File: src/rtl/display_scan_ctrl.sv
// ============================================================================
// display_scan_ctrl
// ----------------------------------------------------------------------------
// Time-multiplexed scan scheduler for NUM_DIGITS common-cathode digits that
// share one seg7 decoder and one segment bus. The active BCD frame is scanned
// digit 0 first. Each digit slot has BLANK_CYCLES of dead-time followed by
// SCAN_DIV cycles of drive. A second (pending) frame buffer is loaded through
// a valid/ready handshake. It is copied into the active buffer only while
// idle or at a frame boundary, so a frame is never shown half old, half new.
//
// Configuration macro:
//   LZ_SUPPRESS_EN - when defined, leading-zero digits (digit i>0 whose value
//                    and all higher digits are 0) are kept dark during their
//                    drive slot. Slot timing and frame_done are unaffected.
//
// Parameters:
//   NUM_DIGITS   - scanned digits, 1..8
//   SCAN_DIV     - clk cycles a digit is driven per slot, >= 1
//   BLANK_CYCLES - dead-time cycles before each slot, >= 0 (0 = no blanking)
//
// Ports:
//   clk        in   clock
//   reset      in   synchronous, active-high reset
//   enable     in   scan enable, sampled every cycle
//   load_valid in   new frame offered on load_data
//   load_ready out  pending buffer empty; a valid frame is taken this cycle
//   load_data  in   BCD frame, digit i = load_data[4i+3:4i]
//   bcd_out    out  nibble to the shared seg7 decoder
//   digit_sel  out  one-hot digit enable, active-high
//   blank      out  1 = segment drivers off
//   frame_done out  one-cycle pulse after the last digit slot of a frame
// ============================================================================
module display_scan_ctrl #(
    parameter int NUM_DIGITS   = 4,
    parameter int SCAN_DIV     = 250,
    parameter int BLANK_CYCLES = 8
) (
    input  logic                    clk,
    input  logic                    reset,
    input  logic                    enable,
    input  logic                    load_valid,
    output logic                    load_ready,
    input  logic [4*NUM_DIGITS-1:0] load_data,
    output logic [3:0]              bcd_out,
    output logic [NUM_DIGITS-1:0]   digit_sel,
    output logic                    blank,
    output logic                    frame_done
);

    localparam int FW = 4 * NUM_DIGITS;
    localparam int IW = (NUM_DIGITS > 1)   ? $clog2(NUM_DIGITS)   : 1;
    localparam int SW = (SCAN_DIV > 1)     ? $clog2(SCAN_DIV)     : 1;
    localparam int BW = (BLANK_CYCLES > 1) ? $clog2(BLANK_CYCLES) : 1;
    // One slot counter serves both phases, so it is as wide as the longer one.
    localparam int CW = (SW > BW) ? SW : BW;

    localparam logic [IW-1:0] IDX_LAST   = IW'(NUM_DIGITS - 1);
    localparam logic [CW-1:0] SCAN_LAST  = CW'(SCAN_DIV - 1);
    localparam logic [CW-1:0] BLANK_LAST = CW'((BLANK_CYCLES > 0) ? BLANK_CYCLES - 1 : 0);

    typedef enum logic [1:0] {
        ST_IDLE  = 2'd0,
        ST_BLANK = 2'd1,
        ST_DRIVE = 2'd2
    } state_t;

    // Every slot starts with dead-time unless dead-time is configured away.
    localparam state_t SLOT_START = (BLANK_CYCLES > 0) ? ST_BLANK : ST_DRIVE;

    // ------------------------------------------------------------------
    // Registers
    // ------------------------------------------------------------------
    state_t                r_state;
    logic [IW-1:0]         r_index;
    logic [CW-1:0]         r_count;
    logic [FW-1:0]         r_active;
    logic [FW-1:0]         r_pending;
    logic                  r_pending_valid;
    logic                  r_load_ready;
    logic [3:0]            r_bcd_out;
    logic [NUM_DIGITS-1:0] r_digit_sel;
    logic                  r_blank;
    logic                  r_frame_done;

    // ------------------------------------------------------------------
    // Next-state values
    // ------------------------------------------------------------------
    state_t                w_next_state;
    logic [IW-1:0]         w_next_index;
    logic [CW-1:0]         w_next_count;
    logic [FW-1:0]         w_next_active;
    logic [FW-1:0]         w_next_pending;
    logic                  w_next_pending_valid;
    logic                  w_next_frame_done;
    logic                  w_accept;

    logic [3:0]            w_bcd;
    logic [NUM_DIGITS-1:0] w_sel;
    logic                  w_blank;

    function automatic logic [3:0] nibble(input logic [FW-1:0] frame,
                                          input logic [IW-1:0] idx);
        logic [FW-1:0] shifted;
        shifted = frame >> {idx, 2'b00};
        return shifted[3:0];
    endfunction

`ifdef LZ_SUPPRESS_EN
    // True when digit idx (idx > 0) and every digit above it are zero.
    function automatic logic leading_zero(input logic [FW-1:0] frame,
                                          input logic [IW-1:0] idx);
        logic [FW-1:0] shifted;
        shifted = frame >> {idx, 2'b00};
        return (idx != '0) && (shifted == '0);
    endfunction
`endif

    // Ready is only high while the pending buffer is empty. That keeps
    // acceptance and the pending-to-active copy from ever colliding.
    assign w_accept = load_valid && r_load_ready;

    always_comb begin
        // NOTE: every signal gets a default first so no path leaves it unassigned (no latch).
        w_next_state         = r_state;
        w_next_index         = r_index;
        w_next_count         = r_count;
        w_next_active        = r_active;
        w_next_pending       = r_pending;
        w_next_pending_valid = r_pending_valid;
        w_next_frame_done    = 1'b0;

        unique case (r_state)
            ST_IDLE: begin
                if (r_pending_valid) begin
                    w_next_active        = r_pending;
                    w_next_pending_valid = 1'b0;
                end
                if (enable) begin
                    w_next_state = SLOT_START;
                    w_next_index = '0;
                    w_next_count = '0;
                end
            end
            ST_BLANK: begin
                if (!enable) begin
                    w_next_state = ST_IDLE;
                    w_next_index = '0;
                    w_next_count = '0;
                end else if (r_count == BLANK_LAST) begin
                    w_next_state = ST_DRIVE;
                    w_next_count = '0;
                end else begin
                    w_next_count = r_count + CW'(1);
                end
            end
            ST_DRIVE: begin
                if (!enable) begin
                    // Partial frame is abandoned; no frame_done.
                    w_next_state = ST_IDLE;
                    w_next_index = '0;
                    w_next_count = '0;
                end else if (r_count == SCAN_LAST) begin
                    w_next_state = SLOT_START;
                    w_next_count = '0;
                    if (r_index == IDX_LAST) begin
                        w_next_index      = '0;
                        w_next_frame_done = 1'b1;
                        // Frame boundary: a waiting frame becomes visible from digit 0.
                        if (r_pending_valid) begin
                            w_next_active        = r_pending;
                            w_next_pending_valid = 1'b0;
                        end
                    end else begin
                        w_next_index = r_index + IW'(1);
                    end
                end else begin
                    w_next_count = r_count + CW'(1);
                end
            end
            default: begin
                w_next_state = ST_IDLE;
                w_next_index = '0;
                w_next_count = '0;
            end
        endcase

        if (w_accept) begin
            w_next_pending       = load_data;
            w_next_pending_valid = 1'b1;
        end
    end

    // Outputs are derived from the next state so that, once registered, they
    // line up with the state they describe.
    always_comb begin
        w_bcd   = '0;
        w_sel   = '0;
        w_blank = 1'b1;
        unique case (w_next_state)
            ST_BLANK: begin
                // Present the nibble early so the decoder settles during dead-time.
                w_bcd = nibble(w_next_active, w_next_index);
            end
            ST_DRIVE: begin
                w_bcd   = nibble(w_next_active, w_next_index);
                w_sel   = NUM_DIGITS'(1) << w_next_index;
                w_blank = 1'b0;
`ifdef LZ_SUPPRESS_EN
                if (leading_zero(w_next_active, w_next_index)) begin
                    w_sel   = '0;
                    w_blank = 1'b1;
                end
`endif
            end
            default: begin
                w_bcd   = '0;
                w_sel   = '0;
                w_blank = 1'b1;
            end
        endcase
    end

    always_ff @(posedge clk) begin
        if (reset) begin
            // NOTE: sequential state uses non-blocking assignments so all registers update together.
            r_state         <= ST_IDLE;
            r_index         <= '0;
            r_count         <= '0;
            r_active        <= '0;
            r_pending       <= '0;
            r_pending_valid <= 1'b0;
            r_load_ready    <= 1'b1;
            r_bcd_out       <= '0;
            r_digit_sel     <= '0;
            r_blank         <= 1'b1;
            r_frame_done    <= 1'b0;
        end else begin
            r_state         <= w_next_state;
            r_index         <= w_next_index;
            r_count         <= w_next_count;
            r_active        <= w_next_active;
            r_pending       <= w_next_pending;
            r_pending_valid <= w_next_pending_valid;
            r_load_ready    <= !w_next_pending_valid;
            r_bcd_out       <= w_bcd;
            r_digit_sel     <= w_sel;
            r_blank         <= w_blank;
            r_frame_done    <= w_next_frame_done;
        end
    end

    assign load_ready = r_load_ready;
    assign bcd_out    = r_bcd_out;
    assign digit_sel  = r_digit_sel;
    assign blank      = r_blank;
    assign frame_done = r_frame_done;

endmodule

File: config.mk
export PLATFORM = sky130hd
export DESIGN_NAME = display_scan_ctrl
export DESIGN_NICKNAME = d
export VERILOG_FILES = /design/src/rtl/display_scan_ctrl.sv
export SDC_FILE = /design/constraint.sdc
export NUM_CORES = 1
export LEC_CHECK = 0
export CAP_MARGIN = 20
export CORE_ASPECT_RATIO = 0.8
export CORE_UTILIZATION = 46
export DETAILED_ROUTE_END_ITERATION = 10
export HOLD_SLACK_MARGIN = 0.05
export PLACE_DENSITY = 0.65
export SETUP_SLACK_MARGIN = 0.5
export SYNTH_ARGS = -nofsm -noshare
export SYNTH_HDL_FRONTEND = slang
export SYNTH_SLANG_ARGS = --single-unit
File: constraint.sdc
create_clock -name clk -period 4 [get_ports clk]
set_clock_uncertainty 0.1 [all_clocks]
set_input_delay 0.4 -clock clk [delete_from_list [all_inputs] [get_ports clk]]
set_output_delay 0.4 -clock clk [all_outputs]
set_load 0.01 [all_outputs]
==> results of run 1 <==
## logic make-up (layout without fill, tap and decap cells)
family                   after synthesis  in the layout  synth area share [%]
AO/OA/AOI/OAI                         82             82                  21.8
adder cells (fa/ha/maj)                8              8                  3.86
buffers and inverters                 21             46                  4.54
flip-flops                            56             56                  43.2
multiplexers                           4              4                  1.59
AND/OR/NAND/NOR                      132            132                  25.0
## layout by cell type, fill, tap and decap left out, drive strengths merged, types with 3 or more instances in the layout
cell,netlist,routed
nand2,58,58
dfxtp,56,56
a21oi,43,43
clkdlybuf4s50,0,30
nor2,30,30
nor3,10,10
ha,8,8
inv,7,7
o21ai,6,6
clkbuf,7,5
nand3,5,5
nand2b,5,5
a311oi,5,5
and3,4,4
a31oi,4,4
nor2b,3,3
a21o,3,3
mux2i,3,3
o22ai,3,3
o21a,3,3
and2,3,3
or3,3,3
## path summary, 6_finish.rpt
path	from	to	slack [ns]	cells past startpoint
worst max-delay path	r_count[3]	bcd_out[2]	1.29	9
worst min-delay path	r_active[8]	r_active[8]	0.36	2
worst max register to register	r_count[3]	bcd_out[2]	1.29	9
worst min register to register	r_active[8]	r_active[8]	0.36	2
## power by group through the flow
stage / Combinational, mW / Sequential (mW) / Clock [mW]
6_report: 0.105 / 0.583 / 0.295
5_1_grt: 0.118 / 0.585 / 0.329
4_1_cts: 0.105 / 0.583 / 0.307
3_5_place_dp: 0.105 / 0.596 / 0
3_3_place_gp: 0.104 / 0.596 / 0
2_1_floorplan: 0.0720 / 0.593 / 0
## area by class of cell
type,count,area share (%)
clock inverters,2,0.418
repair buffers,32,10.5
clock buffers,5,2.30
flip-flops and latches,56,37.4
well taps,78,3.26
inverters,7,0.877
multi-input cells,226,45.2
## per-stage QoR
| step | std cells | setup WS [ns] | util, % |
|---|---|---|---|
| detailed placement | 399 | 1.08 | 53.6 |
| floorplan | 303 | 1.59 | - |
| finish | 406 | 1.29 | 55.1 |
| global route | 406 | 0.983 | 55.1 |
| CTS | 406 | 1.30 | 55.1 |
| global placement | 399 | 1.13 | 53.6 |
## flip-flops by register name, summed over array words and instances, names as in the netlist
signal and flops:
r_index 2, frame_done 1, r_pending 16, load_ready 1, r_pending_valid 1, r_count 8, r_active 16, digit_sel 4
bcd_out 4, blank 1, r_state 2
## worst max-delay path, delay by kind of cell (launching register included)
| kind | cells | cell delay (ns) |
|---|---|---|
| adder cells (fa/ha/maj) | 1 | 0.30 |
| AO/OA/AOI/OAI | 4 | 0.93 |
| flip-flops | 1 | 0.40 |
| AND/OR/NAND/NOR | 4 | 0.91 |
## metal layers
layer  routed length (µm)  global-route usage (%)  up-vias  part of all wire (%)
met5                    0                       0        -                     0
met4                   27                    6.11        0                  0.50
met3                  250                    4.07        2                   4.7
met2                 2100                    23.9       45                    39
met1                 2990                    32.6      945                    56
li1                     -                       -     1109                     -
==> flow_metrics.tcl, run 1 <==
set metrics [dict create \
    synth-seq-area-share_pct 43.2 \
    diodes 0 \
    cts.sinks 56 \
    wl_per_cell_um 13.2 \
    syn2layout_area_growth_pct 15.5 \
    finalCritPeriodShare_pct 67.7 \
    post_cts_resized 0 \
    multi_input_area_um2 1350 \
    clk_pin_slew_ns 0.10 \
    regArea_um2 1120 \
    cap_viol_max_count 0 \
    slowest_stage "or3_2" \
    cp.arrival_ns 2.84 \
    comb_power_share_pct 10.7 \
    cts_setup_buffers 0 \
    drc 0 \
    outcome "finished clean" \
    final-setup-viol-count 0 \
    final_nets 356 \
    postRouteWirelength_um 5370 \
    die_area_um2 5940 \
    maxSlewHeadroom_pct 49.4 \
    synthTopCellsByArea "dfxtp_1 (43%), nand2_1 (8.4%), a21oi_1 (8.1%)" \
    cp.required_ns 4.13 \
    synth_cell_types 56 \
    synth-seq-cells 56 \
    clockBufferDepth 2 \
    intPower_uw 737 \
    p_clk_share_pct 30.0 \
    synthCells 303 \
    gp_congestion 0.836 \
    clk_latency_ns 0.30 \
    drt_pass1_iterations 4 \
    dieWidth_um 85.9 \
    grt-ovfl-total 0 \
    vdd_drop_max_mv 0.207 \
    crit_type "reg2reg" \
    cts_tree "built" \
    syn_area_um2 2590 \
    cp-end-kind "flop" \
    synthesis.nets 331 \
    tightestPinTransition_ns 0.759 \
    tns_ns 0 \
    maxSlewViolCount 0 \
    drtIter0Drc 161 \
    antenna_found_initial 0 \
    synth_top_cells_by_count "nand2_1 (58), dfxtp_1 (56), a21oi_1 (42), nor2_1 (29), nor3_1 (10)" \
    hold_buffers 0 \
    cts_buffers 5 \
    async_reset_ff_share_pct 0 \
    powerDensity_nw_per_um2 328 \
    die_h_um 69.1 \
    cp_common_cell "nor2_1" \
    power_frac_seq_pct 59.4 \
    yosysMostFrequentCell "nand2_1" \
    synth_top_area_share_pct 43.2 \
    grt_max_degree 36 \
    io_pins 31 \
    core-area_um2 5440 \
    postSynthAreaPerCell_um2 8.56 \
    num_rows 24 \
    hold_violations 0 \
    io_buffers 30 \
    n_fill_cell 523 \
    finalPower_uw 982 \
    critPathMaxFanout 7 \
    timing.fmax_mhz 369 \
    initial_core_util_pct 47.7 \
    startpoint_type "flop" \
    grt_pass1_wl_um 9060 \
    slowest_delay_ns 0.52 \
    timing.final.crit_period_ns 2.71 \
    grt_pass1_vias 1815 \
    crit_chain "or3_2, o41ai_2, nor2_1, o22a_1, o21ai_1, ha_1, nor2_1, nand2_1, o22ai_1" \
    dpl_cell_area_um2 2910 \
    route.vias.total 2101 \
    drive_above_1_share_pct 8.23 \
    synth_top_area_cell "dfxtp_1" \
    cts-root-buf "clkbuf_8" \
    rsz0062_at_grt "no" \
    grt.total_usage_pct 19.5 \
    hold_path.class "reg2reg" \
    netSwitchingPower_uw 245 \
    htreeDepth 2 \
    power_leakage_nw 1.12 \
    ant_nets 0 \
    hold_ws_ns 0.355 \
    finalInstanceArea_um2 3000 \
    yosys_warnings 0 \
    vias_per_cell 5.17 \
    p_sw_share_pct 24.9 \
    hpwlAfterDp_um 3750 \
    synthFlopType "dfxtp_1" \
    synth_edf_count 0 \
]
Note: power is estimated with default switching activity, not from simulation.
==> run 2, diff against run 1 <==
- PLACE_DENSITY: 0.65 -> 0.67
- clock period: 4 -> 2.2 ns (I/O delays scaled with it)
==> run 2 against run 1 <==
  * The flow now finishes with violations (setup timing)
  * First-iteration DRC count decreased by 38%
  * Routed wire length increased by 37%
  * Die area unchanged
  * Power rose by 100%
  * Via count grew 20%
  * Critical path type unchanged
  * Sequential cell count unchanged
  * Largest power group unchanged
  * Fmax rose by 13%
  * Global-route usage up 5.4 points
  * Sequential power grew 84%
  * Clock-buffer cell count grew 1
==> flow_metrics.tcl, run 2 (synthesized netlist as in run 1, its figures left out) <==
set metrics [dict create \
    startpoint_type "flop" \
    timing.final.ws_setup_ns -0.197 \
    reg_top3 "r_active: 16 flops, r_pending: 16 flops, r_count: 8 flops" \
    timing.fmax_mhz 417 \
    finalInstanceArea_um2 4030 \
    finalCritPeriodShare_pct 109 \
    dieWidth_um 85.9 \
    io_buffers 30 \
    htreeDepth 2 \
    hold_buffers 0 \
    core-area_um2 5440 \
    layout_commonest_cell "dfxtp_1" \
    syn2layout_area_growth_pct 55.6 \
    clockBufferDepth 2 \
    vias_per_cell 5.42 \
    cap_viol_max_count 0 \
    drtIter0Drc 100 \
    grt-ovfl-total 0 \
    maxSlewHeadroom_pct 54.8 \
    p_sw_share_pct 27.5 \
    grt_pass1_vias 2400 \
    vdd_drop_max_mv 0.333 \
    gp_congestion 0.855 \
    cts.sinks 56 \
    powerDensity_nw_per_um2 489 \
    maxSlewViolCount 0 \
    cp-end-kind "flop" \
    route.vias.total 2529 \
    power_frac_seq_pct 54.0 \
    cp.required_ns 2.38 \
    cts_buffers 5 \
    grt_max_degree 28 \
    n_fill_cell 370 \
    p_clk_share_pct 29.6 \
    clk_latency_ns 0.32 \
    initial_core_util_pct 47.7 \
    rsz0062_at_grt "yes" \
    netSwitchingPower_uw 543 \
    layout.cells.most_common_list "dfxtp_1 (50), nand2_1 (48), buf_4 (33)" \
    hpwlAfterDp_um 4380 \
    die_h_um 69.1 \
    die_area_um2 5940 \
    min_from "load_data[14]" \
    power_leakage_nw 1.53 \
    violations "setup timing" \
    drt_pass1_iterations 4 \
    cts-root-buf "clkbuf_8" \
    postRouteWirelength_um 7360 \
    dpl_cell_area_um2 3260 \
    tightestPinTransition_ns 0.678 \
    critPathMaxFanout 5 \
    drc 0 \
    outcome "finished, violations left" \
    intPower_mw 1.43 \
    diodes 0 \
    antenna_found_initial 0 \
    clk_pin_slew_ns 0.12 \
    wl_per_cell_um 15.8 \
    final-setup-viol-count 4 \
    cp.arrival_ns 2.57 \
    grt.total_usage_pct 24.9 \
    ant_nets 0 \
    hold_violations 0 \
    io_pins 31 \
    layout.cells.non_filler 467 \
    grt_pass1_wl_um 11700 \
    hold_path.class "in2reg" \
    final_nets 416 \
    post-place-cells 434 \
    r2r-start "r_state[1]" \
    crit_path_start "r_state[1]" \
    drive_above_1_share_pct 39.8 \
    crit_type "reg2reg" \
    num_rows 24 \
    timing.final.crit_period_ns 2.40 \
    cts_tree "built" \
    comb_power_share_pct 16.3 \
]
==> run 2: cell types whose count changed in the layout (fill, tap and decap cells not counted), moves of 6 or more <==
cell     before  now
a21oi_1      42   30
a21oi_2       1    8
buf_4         2   33
buf_6         0   26
dfxtp_1      56   50
ha_1          8    2
nand2_1      58   48
nand2_2       0    6
nor2_1       29   22
nor2_4        0    6
nor3_1       10    4
==> run 2: worst paths after layout <==
check                        to  slack, ns  depth (start not counted)
setup / recovery     bcd_out[1]      -0.20                          9
hold / removal    r_pending[14]       0.33                          3
setup reg to reg     bcd_out[1]      -0.20                          9
hold reg to reg   r_pending[12]       0.36                          2
==> run 2: area by class of cell <==
class                           instances  area (µm²)  share of cell area, %
Multi-Input combinational cell        227        1810                   44.9
Sequential cell                        56        1130                   28.0
Timing Repair Buffer                   91         866                   21.5
Tap cell                               78        97.6                   2.42
Clock buffer                            6        72.6                   1.80
Inverter                                7        38.8                  0.962
Clock inverter                          2        16.3                  0.403
==> run 2: critical path: stages, from the launching register on <==
cell and delay (ns):
dfxtp_2 0.34, buf_6 0.12, ha_1 0.27, and3b_1 0.32
o211ai_1 0.15, o211a_4 0.20, buf_4 0.14, a21boi_4 0.14
a2111oi_4 0.36, a32o_1 0.22
==> run 2: what timing repair did <==
action,CTS,global route
setup buffers,17,7
pin swaps,23,17
hold endpoints to repair,0,0
resized for setup,75,38
endpoints found under the setup margin,37,40
cloned,1,0
==> run 2: metrics by stage <==
stage          hold WS (ns)  total power, mW  setup slack (ns)  utilization [%]  setup TNS (ns)
2_1_floorplan         0.256             1.22           -0.0625                -         -0.0625
3_3_place_gp          0.346             1.31            -0.239             60.0          -0.670
3_5_place_dp          0.347             1.31            -0.239             60.0          -0.833
4_1_cts               0.343             1.92           -0.0947             70.0          -0.355
5_1_grt               0.348             2.04            -0.256             74.2          -0.904
6_report              0.327             1.97            -0.197             74.2          -0.484
==> run 2: power groups by stage <==
stage	registers, mW	logic (mW)	clock network [mW]
4_1_cts	1.06	0.284	0.574
3_5_place_dp	1.08	0.226	0
5_1_grt	1.07	0.349	0.626
2_1_floorplan	1.08	0.140	0
6_report	1.07	0.322	0.585
3_3_place_gp	1.08	0.224	0
==> run 2: routing by layer <==
layer	share of wire (%)	global-route usage, %	vias up
met1	49	36.7	1220
li1	-	-	1233
met4	1.3	5.56	0
met3	4.0	4.19	15
met2	45	38.0	61
met5	0	0	-
